**config.mk**
```make
export PLATFORM = sky130hd
export DESIGN_NAME = vram_arbiter
export DESIGN_NICKNAME = d
export VERILOG_FILES = /design/src/rtl/vram_pkg.sv /design/src/rtl/vram_wbuf.sv /design/src/rtl/vram_arbiter.sv
export SDC_FILE = /design/constraint.sdc
export NUM_CORES = 1
export LEC_CHECK = 0
export ABC_AREA = 0
export ABC_CLOCK_PERIOD_IN_PS = 1700
export BUFFER_PORTS_ARGS = -buffer_cell sky130_fd_sc_hd__buf_2
export CAP_MARGIN = 20
export CORE_ASPECT_RATIO = 0.8
export CORE_MARGIN = 4
export CORE_UTILIZATION = 43
export DETAILED_ROUTE_END_ITERATION = 16
export GPL_TIMING_DRIVEN = 0
export PLACE_DENSITY = 0.72
export SYNTH_ARGS = -nofsm -noshare
export SYNTH_HDL_FRONTEND = slang
export SYNTH_SLANG_ARGS = --single-unit
```
**constraint.sdc**
```tcl
create_clock -name pclk -period 1.7 [get_ports pclk]
set_input_delay 0.17 -clock pclk [delete_from_list [all_inputs] [get_ports pclk]]
set_output_delay 0.17 -clock pclk [all_outputs]
set_load 0.01 [all_outputs]
```
**src/rtl/vram_pkg.sv**
```systemverilog
// Shared constants, FSM state type and address helper for the VRAM arbiter.
package vram_pkg;

  localparam int H_RES      = 640;
  localparam int V_RES      = 480;
  localparam int PIX_TOTAL  = H_RES * V_RES;
  localparam int ADDR_W     = 19;
  localparam int DATA_W     = 12;
  localparam int WBUF_DEPTH = 4;

  typedef enum logic {IDLE, WRITE} state_e;

  typedef struct packed {
    logic [ADDR_W-1:0] addr;
    logic [DATA_W-1:0] data;
  } wr_entry_t;

  // Linear frame-buffer address of an active pixel.
  function automatic logic [ADDR_W-1:0] pix_addr(input logic [9:0] h, input logic [9:0] v);
    return ADDR_W'(v) * ADDR_W'(H_RES) + ADDR_W'(h);
  endfunction

endpackage

```
**src/rtl/vram_wbuf.sv**
```systemverilog
// Small synchronous FIFO that posts writer requests until the VRAM port is free.
module vram_wbuf #(
  parameter int DEPTH = 4,
  parameter int WIDTH = 31
) (
  input  logic                           clk,
  input  logic                           rst_n,
  input  logic                           push,
  input  logic [WIDTH-1:0]               push_data,
  input  logic                           pop,
  output logic [WIDTH-1:0]               pop_data,
  output logic                           full,
  output logic                           empty,
  output logic [$clog2(DEPTH+1)-1:0]     count
);

  localparam int PTR_W = (DEPTH > 1) ? $clog2(DEPTH) : 1;
  localparam int CNT_W = $clog2(DEPTH + 1);

  logic [WIDTH-1:0] mem_q [DEPTH];
  logic [PTR_W-1:0] wr_ptr_q, wr_ptr_d, rd_ptr_q, rd_ptr_d;
  logic [CNT_W-1:0] count_q, count_d;
  logic             do_push, do_pop;

  assign full     = (count_q == CNT_W'(DEPTH));
  assign empty    = (count_q == '0);
  assign count    = count_q;
  assign pop_data = mem_q[rd_ptr_q];

  // A push into a full FIFO is accepted only when an entry leaves in the same cycle.
  always_comb begin
    do_pop   = pop && !empty;
    do_push  = push && (!full || do_pop);
    wr_ptr_d = wr_ptr_q;
    rd_ptr_d = rd_ptr_q;
    if (do_push) wr_ptr_d = (wr_ptr_q == PTR_W'(DEPTH - 1)) ? '0 : wr_ptr_q + 1'b1;
    if (do_pop)  rd_ptr_d = (rd_ptr_q == PTR_W'(DEPTH - 1)) ? '0 : rd_ptr_q + 1'b1;
    count_d = count_q + CNT_W'(do_push) - CNT_W'(do_pop);
  end

  always_ff @(posedge clk or negedge rst_n) begin
    if (!rst_n) begin
      wr_ptr_q <= '0;
      rd_ptr_q <= '0;
      count_q  <= '0;
    end else begin
      wr_ptr_q <= wr_ptr_d;
      rd_ptr_q <= rd_ptr_d;
      count_q  <= count_d;
    end
  end

  always_ff @(posedge clk) begin
    if (do_push) mem_q[wr_ptr_q] <= push_data;
  end

endmodule

```
**src/rtl/vram_arbiter.sv**
```systemverilog
// Shares one single-port VRAM between the display reader and a pixel writer.
// Define VRAM_WBUF_EN to post writes through a small FIFO instead of a direct handshake.
module vram_arbiter
  import vram_pkg::*;
(
  input  logic              pclk,
  input  logic              reset_n,
  input  logic              valid,
  input  logic [9:0]        h_cnt,
  input  logic [9:0]        v_cnt,
  output logic [DATA_W-1:0] pix_data,
  output logic              pix_valid,
  output logic              frame_done,
  input  logic              wr_req,
  input  logic [ADDR_W-1:0] wr_addr,
  input  logic [DATA_W-1:0] wr_data,
  output logic              wr_ack,
  output logic              busy,
  output logic [ADDR_W-1:0] mem_addr,
  output logic              mem_we,
  output logic [DATA_W-1:0] mem_wdata,
  input  logic [DATA_W-1:0] mem_rdata
);

  state_e            state_q, state_d;
  logic [ADDR_W-1:0] mem_addr_q, mem_addr_d;
  logic [DATA_W-1:0] mem_wdata_q, mem_wdata_d;
  logic              mem_we_q, mem_we_d;
  logic              wr_ack_q, wr_ack_d;
  logic              frame_done_q, frame_done_d;
  logic              s1_valid_q, s1_valid_d, s2_valid_q, s2_valid_d;
  logic              pix_valid_q, pix_valid_d;
  logic [DATA_W-1:0] pix_data_q, pix_data_d;

  // Display read pipeline: address stage, RAM access stage, output stage.
  always_comb begin
    s1_valid_d   = valid;
    s2_valid_d   = s1_valid_q;
    pix_valid_d  = s2_valid_q;
    pix_data_d   = s2_valid_q ? mem_rdata : '0;
    frame_done_d = valid && (h_cnt == 10'(H_RES - 1)) && (v_cnt == 10'(V_RES - 1));
  end

`ifdef VRAM_WBUF_EN
  wr_entry_t                       head;
  logic                            fifo_full, fifo_empty, push, pop;
  logic [$clog2(WBUF_DEPTH+1)-1:0] fifo_count;

  assign pop  = !valid && !fifo_empty;
  assign push = wr_req && !wr_ack_q && (!fifo_full || pop);

  vram_wbuf #(
    .DEPTH (WBUF_DEPTH),
    .WIDTH ($bits(wr_entry_t))
  ) u_wbuf (
    .clk       (pclk),
    .rst_n     (reset_n),
    .push      (push),
    .push_data ({wr_addr, wr_data}),
    .pop       (pop),
    .pop_data  (head),
    .full      (fifo_full),
    .empty     (fifo_empty),
    .count     (fifo_count)
  );

  always_comb begin
    state_d     = pop ? WRITE : IDLE;
    mem_addr_d  = mem_addr_q;
    mem_wdata_d = mem_wdata_q;
    mem_we_d    = 1'b0;
    wr_ack_d    = push;
    if (pop) begin
      mem_addr_d  = head.addr;
      mem_wdata_d = head.data;
      mem_we_d    = (head.addr < ADDR_W'(PIX_TOTAL));
    end
    if (valid) mem_addr_d = pix_addr(h_cnt, v_cnt);
  end

  assign busy = (fifo_count != '0) || (state_q == WRITE);
`else
  // The write is granted only from IDLE during blanking, so WRITE always follows a valid=0 cycle.
  always_comb begin
    state_d     = state_q;
    mem_addr_d  = mem_addr_q;
    mem_wdata_d = mem_wdata_q;
    mem_we_d    = 1'b0;
    wr_ack_d    = 1'b0;
    case (state_q)
      IDLE: begin
        if (!valid && wr_req) begin
          state_d     = WRITE;
          mem_addr_d  = wr_addr;
          mem_wdata_d = wr_data;
          mem_we_d    = (wr_addr < ADDR_W'(PIX_TOTAL));
          wr_ack_d    = 1'b1;
        end
      end
      WRITE:   state_d = IDLE;
      default: state_d = IDLE;
    endcase
    if (valid) mem_addr_d = pix_addr(h_cnt, v_cnt);
  end

  assign busy = 1'b0;
`endif

  always_ff @(posedge pclk or negedge reset_n) begin
    if (!reset_n) begin
      state_q      <= IDLE;
      mem_addr_q   <= '0;
      mem_wdata_q  <= '0;
      mem_we_q     <= 1'b0;
      wr_ack_q     <= 1'b0;
      frame_done_q <= 1'b0;
      s1_valid_q   <= 1'b0;
      s2_valid_q   <= 1'b0;
      pix_valid_q  <= 1'b0;
      pix_data_q   <= '0;
    end else begin
      state_q      <= state_d;
      mem_addr_q   <= mem_addr_d;
      mem_wdata_q  <= mem_wdata_d;
      mem_we_q     <= mem_we_d;
      wr_ack_q     <= wr_ack_d;
      frame_done_q <= frame_done_d;
      s1_valid_q   <= s1_valid_d;
      s2_valid_q   <= s2_valid_d;
      pix_valid_q  <= pix_valid_d;
      pix_data_q   <= pix_data_d;
    end
  end

  assign pix_data   = pix_data_q;
  assign pix_valid  = pix_valid_q;
  assign frame_done = frame_done_q;
  assign wr_ack     = wr_ack_q;
  assign mem_addr   = mem_addr_q;
  assign mem_we     = mem_we_q;
  assign mem_wdata  = mem_wdata_q;

endmodule

```
* After elaboration in Yosys (flattened, before gate mapping)
Index checks and enable logic that the tools add are counted.
** Word-level totals
- Flip-flop bits (word level) :: 50
- Bits of input ports :: 67
- Output and inout port bits :: 48
- Logic and storage cells :: 33
** Operators by class
- $add $sub $neg :: 1
- $mul :: 1
- Magnitude comparators :: 1
- Eq/ne operators :: 3
- Muxes and demuxes :: 9
- Bitwise operators :: 1
- Reductions and logical operators :: 7
** Operators by type and width (number)
- two-way mux 19 bit :: 3
- adder 19 x 10 -> 19 bit :: 1
- < comparator 19 bit, second input constant :: 1
- multiplier 10 x 3 -> 12 bit, second input constant :: 1
- two-way mux 12 bit :: 1
- == test 10 bit, second input constant :: 1
- == test 10 x 9 -> 1 bit, second input constant :: 1
- two-way mux 1 bit :: 4
- AND reduction 2 bit :: 2
- logical AND 1 bit :: 3
- inequality test 2 bit, second input constant :: 1
- case mux 1 bit (2 select lines) :: 1
- nonzero test 2 bit :: 1
- logical NOT 1 bit :: 1
- NOT 1 bit :: 1

* Logic depth before layout (Yosys ltp)
- Word-level depth :: 5
- Mapped depth :: 9
- Depth with buffers taken out :: 9

* Worst setup path before layout
No wires, ideal clock.
- Kind :: input to register
- Start point :: input port v_cnt[1]
- End point :: register mem_addr_q[18], in the netlist mem_addr[18]
- Setup time :: 77 ps
- Data arrival time :: 2271 ps
- Data required time :: 1623 ps
- Setup slack :: -649 ps
- Cell stages on the path :: 9
- Buffers on the path :: 0
- Cells stage by stage :: ha_1 ha_1 fa_1 a211oi_2 nor2_1 o31ai_1 o2bb2ai_1 xnor3_1 a21oi_1
** Between the ends
- Word-level cells in the longest chain between the ends :: 3
** Ends and longest elaborated chain
- start, declared :: RTL line vram_arbiter.sv:10 : input logic [9:0] v_cnt,
- multiplier 10 x 3 -> 12 bit :: RTL line vram_pkg.sv:20 : return ADDR_W'(v) * ADDR_W'(H_RES) + ADDR_W'(h);
- adder 19 x 10 -> 19 bit :: RTL line vram_pkg.sv:20
- two-way mux 19 bit :: RTL line vram_arbiter.sv:103 : if (valid) mem_addr_d = pix_addr(h_cnt, v_cnt);
- end signal, assigned :: RTL line vram_arbiter.sv:123 : mem_addr_q <= mem_addr_d;
- end, declared :: RTL line vram_arbiter.sv:26 : logic [ADDR_W-1:0] mem_addr_q, mem_addr_d;
No other way between the ends.
A chain may end at the register's enable or synchronous reset.

* Worst setup path after layout
Ends and elaborated chain as after synthesis.

==> flow_summary.json <==
{
  "outcome": "finished, violations left",
  "violations": "setup timing",
  "firstDrtPassIters": 4,
  "cts.path.max_buffers": 2,
  "nets": 462,
  "clock_latency_ns": 0.30,
  "dieArea_um2": 7622,
  "power.density_nw_per_um2": 912.5,
  "synth_compound_area_share_pct": 12.74,
  "netlist.area_leader.share_pct": 45.39,
  "syn-cell-area_um2": 2701,
  "rsz0062_at_grt": "true",
  "synth-simple-area-share_pct": 12.46,
  "yosys-top-cells-count": "dfrtp_1, nand2_1, ha_1",
  "avgSynthCellArea_um2": 11.12,
  "portBuffers": 113,
  "netlist_instances": 243,
  "drtIter0Drc": 43,
  "vias": 2306,
  "synthMuxAreaShare_pct": 12.27,
  "overflow": 0,
  "multi_input_area_um2": 1559,
  "vias_per_cell": 5.057,
  "slew_headroom_pct": 61.79,
  "hold_path.class": "input port to register",
  "fillers": 507,
  "grt_max_degree": 50,
  "ff_latch_area_um2": 1226,
  "leakage_nw": 1.876,
  "die_x_um": 96.62,
  "route.final.wire_length_um": 6835,
  "ioPinCount": 115,
  "finalCoreUtilization_pct": 62.77,
  "largest_reg_flops": 19,
  "synth_most_common_cell": "dfrtp_1",
  "pre_cts_ws_ns": -0.8143,
  "synthAdderAreaFrac_pct": 10.28,
  "dp_hpwl_um": 5388,
  "setup_violations": 6,
  "critPathKind": "input port to register",
  "antenna_left": 0,
  "max_freq_mhz": 482.5,
  "die_h_um": 78.89,
  "areaGrowthSynthToFinish_pct": 39.56,
  "drc": 0,
  "synthFlopType": "dfrtp_1",
  "ys_ff_latch": 49,
  "cts_buffers": 5,
  "rows": 25,
  "cts_tree": "yes",
  "synth_top_family_by_area": "compound AO/OA/AOI/OAI gates",
  "n_antenna_cell": 0,
  "arrival_ns": 2.24,
  "synth_cell_types": 50,
  "synth_xor_area_share_pct": 4.678,
  "period_needed_ns": 2.073,
  "ys_async_sr_fraction_pct": 100.0,
  "drt-wirelength-per-cell_um": 14.99,
  "yosys-top-cells-area": "dfrtp_1, ha_1, mux2i_1",
  "slew_violations": 0,
  "antenna_found_initial": 0,
  "place_congestion": 0.8074,
  "yosysWarnings": 0,
  "end_kind": "register",
  "cp_max_fo": 2,
  "synthesis.nets": 331,
  "htreeDepth": 2,
  "cts_root_buffer": "clkbuf_8",
  "cts_sinks": 49,
  "irDropWorstVdd_v": 0.0006174,
  "core_um2": 6006,
  "worst_slew_pin_slew_ns": 0.5731,
  "worst_slack_ns": -0.3725,
  "startpoint_type": "input port",
  "grt_pass1_wl_um": 11140,
  "clk_pin_slew_worst_paths_ns": 0.09,
  "track_usage_pct": 17.97,
  "crit_required_ns": 1.87,
  "holdWs_ns": 0.02208,
  "total_power_mw": 3.440,
  "yosys.area.top_type": "dfrtp_1",
  "first_global_vias": 2412,
  "synth_edf_count": 0,
  "fin_skew_ns": 0.007447,
  "start_util_pct": 44.98,
  "yosysSeqAreaShare_pct": 45.39,
  "fin_crit_sh_pct": 121.9,
  "maxCapViolations": 0,
  "hold_viol": 0,
  "layout-drive-gt1-share_pct": 45.07
}
[power breakdown]
part	total, mW	switching, mW	internal [mW]
clock	0.982	0.390	0.592
combinational	1.09	0.559	0.526
sequential	1.37	0.0643	1.31
[metrics by stage]
step                      instances  cell area [um^2]  TNS [ns]
after detailed placement        437              3417    -4.707
final                           456              3770    -1.506
after global routing            456              3770    -2.065
after CTS                       452              3691    -1.294
after global placement          437              3417    -4.497
after floorplan                 243              2750    -1.734
[routing by layer]
metal	part of all wire (%)	up-vias	GRT usage (%)
met5	0	-	0
met4	1.7	0	5.470
li1	-	1136	-
met2	51	70	31.89
met1	42	1088	22.10
met3	5.4	12	3.863
[cell families after synthesis]
| group | Yosys count |
|---|---|
| AOI/OAI and AO/OA | 50 |
| xor gates and xnor gates | 12 |
| adders and majority gates | 21 |
| buffers and inverters | 13 |
| DFF | 49 |
| muxes | 31 |
| other | 1 |
| and+or+nand+nor | 66 |
[layout make-up]
class | instances | area share [%]
clock buffer | 5 | 1.825
multi-input combinational | 181 | 41.35
timing repair buffer | 124 | 18.22
sequential | 49 | 32.53
clock inverter | 3 | 1.825
buffer | 9 | 1.162
inverter | 4 | 0.3983
tap | 81 | 2.688
[worst paths after layout]
kind	start	endpoint	slack, ns	cells after the start
worst min-delay path	valid	s1_valid_q	0.02	1
max in group asynchronous	reset_n	mem_addr[13]	0.76	3
worst max-delay path	v_cnt[1]	mem_addr[18]	-0.37	10
min in group asynchronous	reset_n	pix_data[6]	0.41	2
worst max register to register	state_q	mem_addr[6]	0.17	5
worst min register to register	s1_valid_q	pix_valid_d	0.35	0
[critical path: stages]
cell      delay (ns)
buf_8           0.10
ha_4            0.23
ha_4            0.16
fa_2            0.53
o211a_1         0.20
nand3_4         0.11
nor4_4          0.31
nand4b_1        0.14
xnor3_1         0.23
a21oi_1         0.07
[layout by cell type (no fill, tap or decap), drive strengths merged, types with 4 or more instances in the layout]
master  count
nor2       15
xnor2       6
ha         19
xor2        5
dfrtp      49
buf       127
o21ai      18
mux2       17
nand4       4
mux2i      14
a21oi      10
and2       12
inv         5
clkbuf     10
nand2      20
[timing repair]
action	in CTS	in global routing
endpoints found under the setup margin	14	19
gates cloned	0	0
pin swaps	7	8
resized for setup	15	6
hold buffers	0	1
buffers inserted	7	2
endpoints found under the hold margin	0	24
Power figures use the tool's default switching activity.
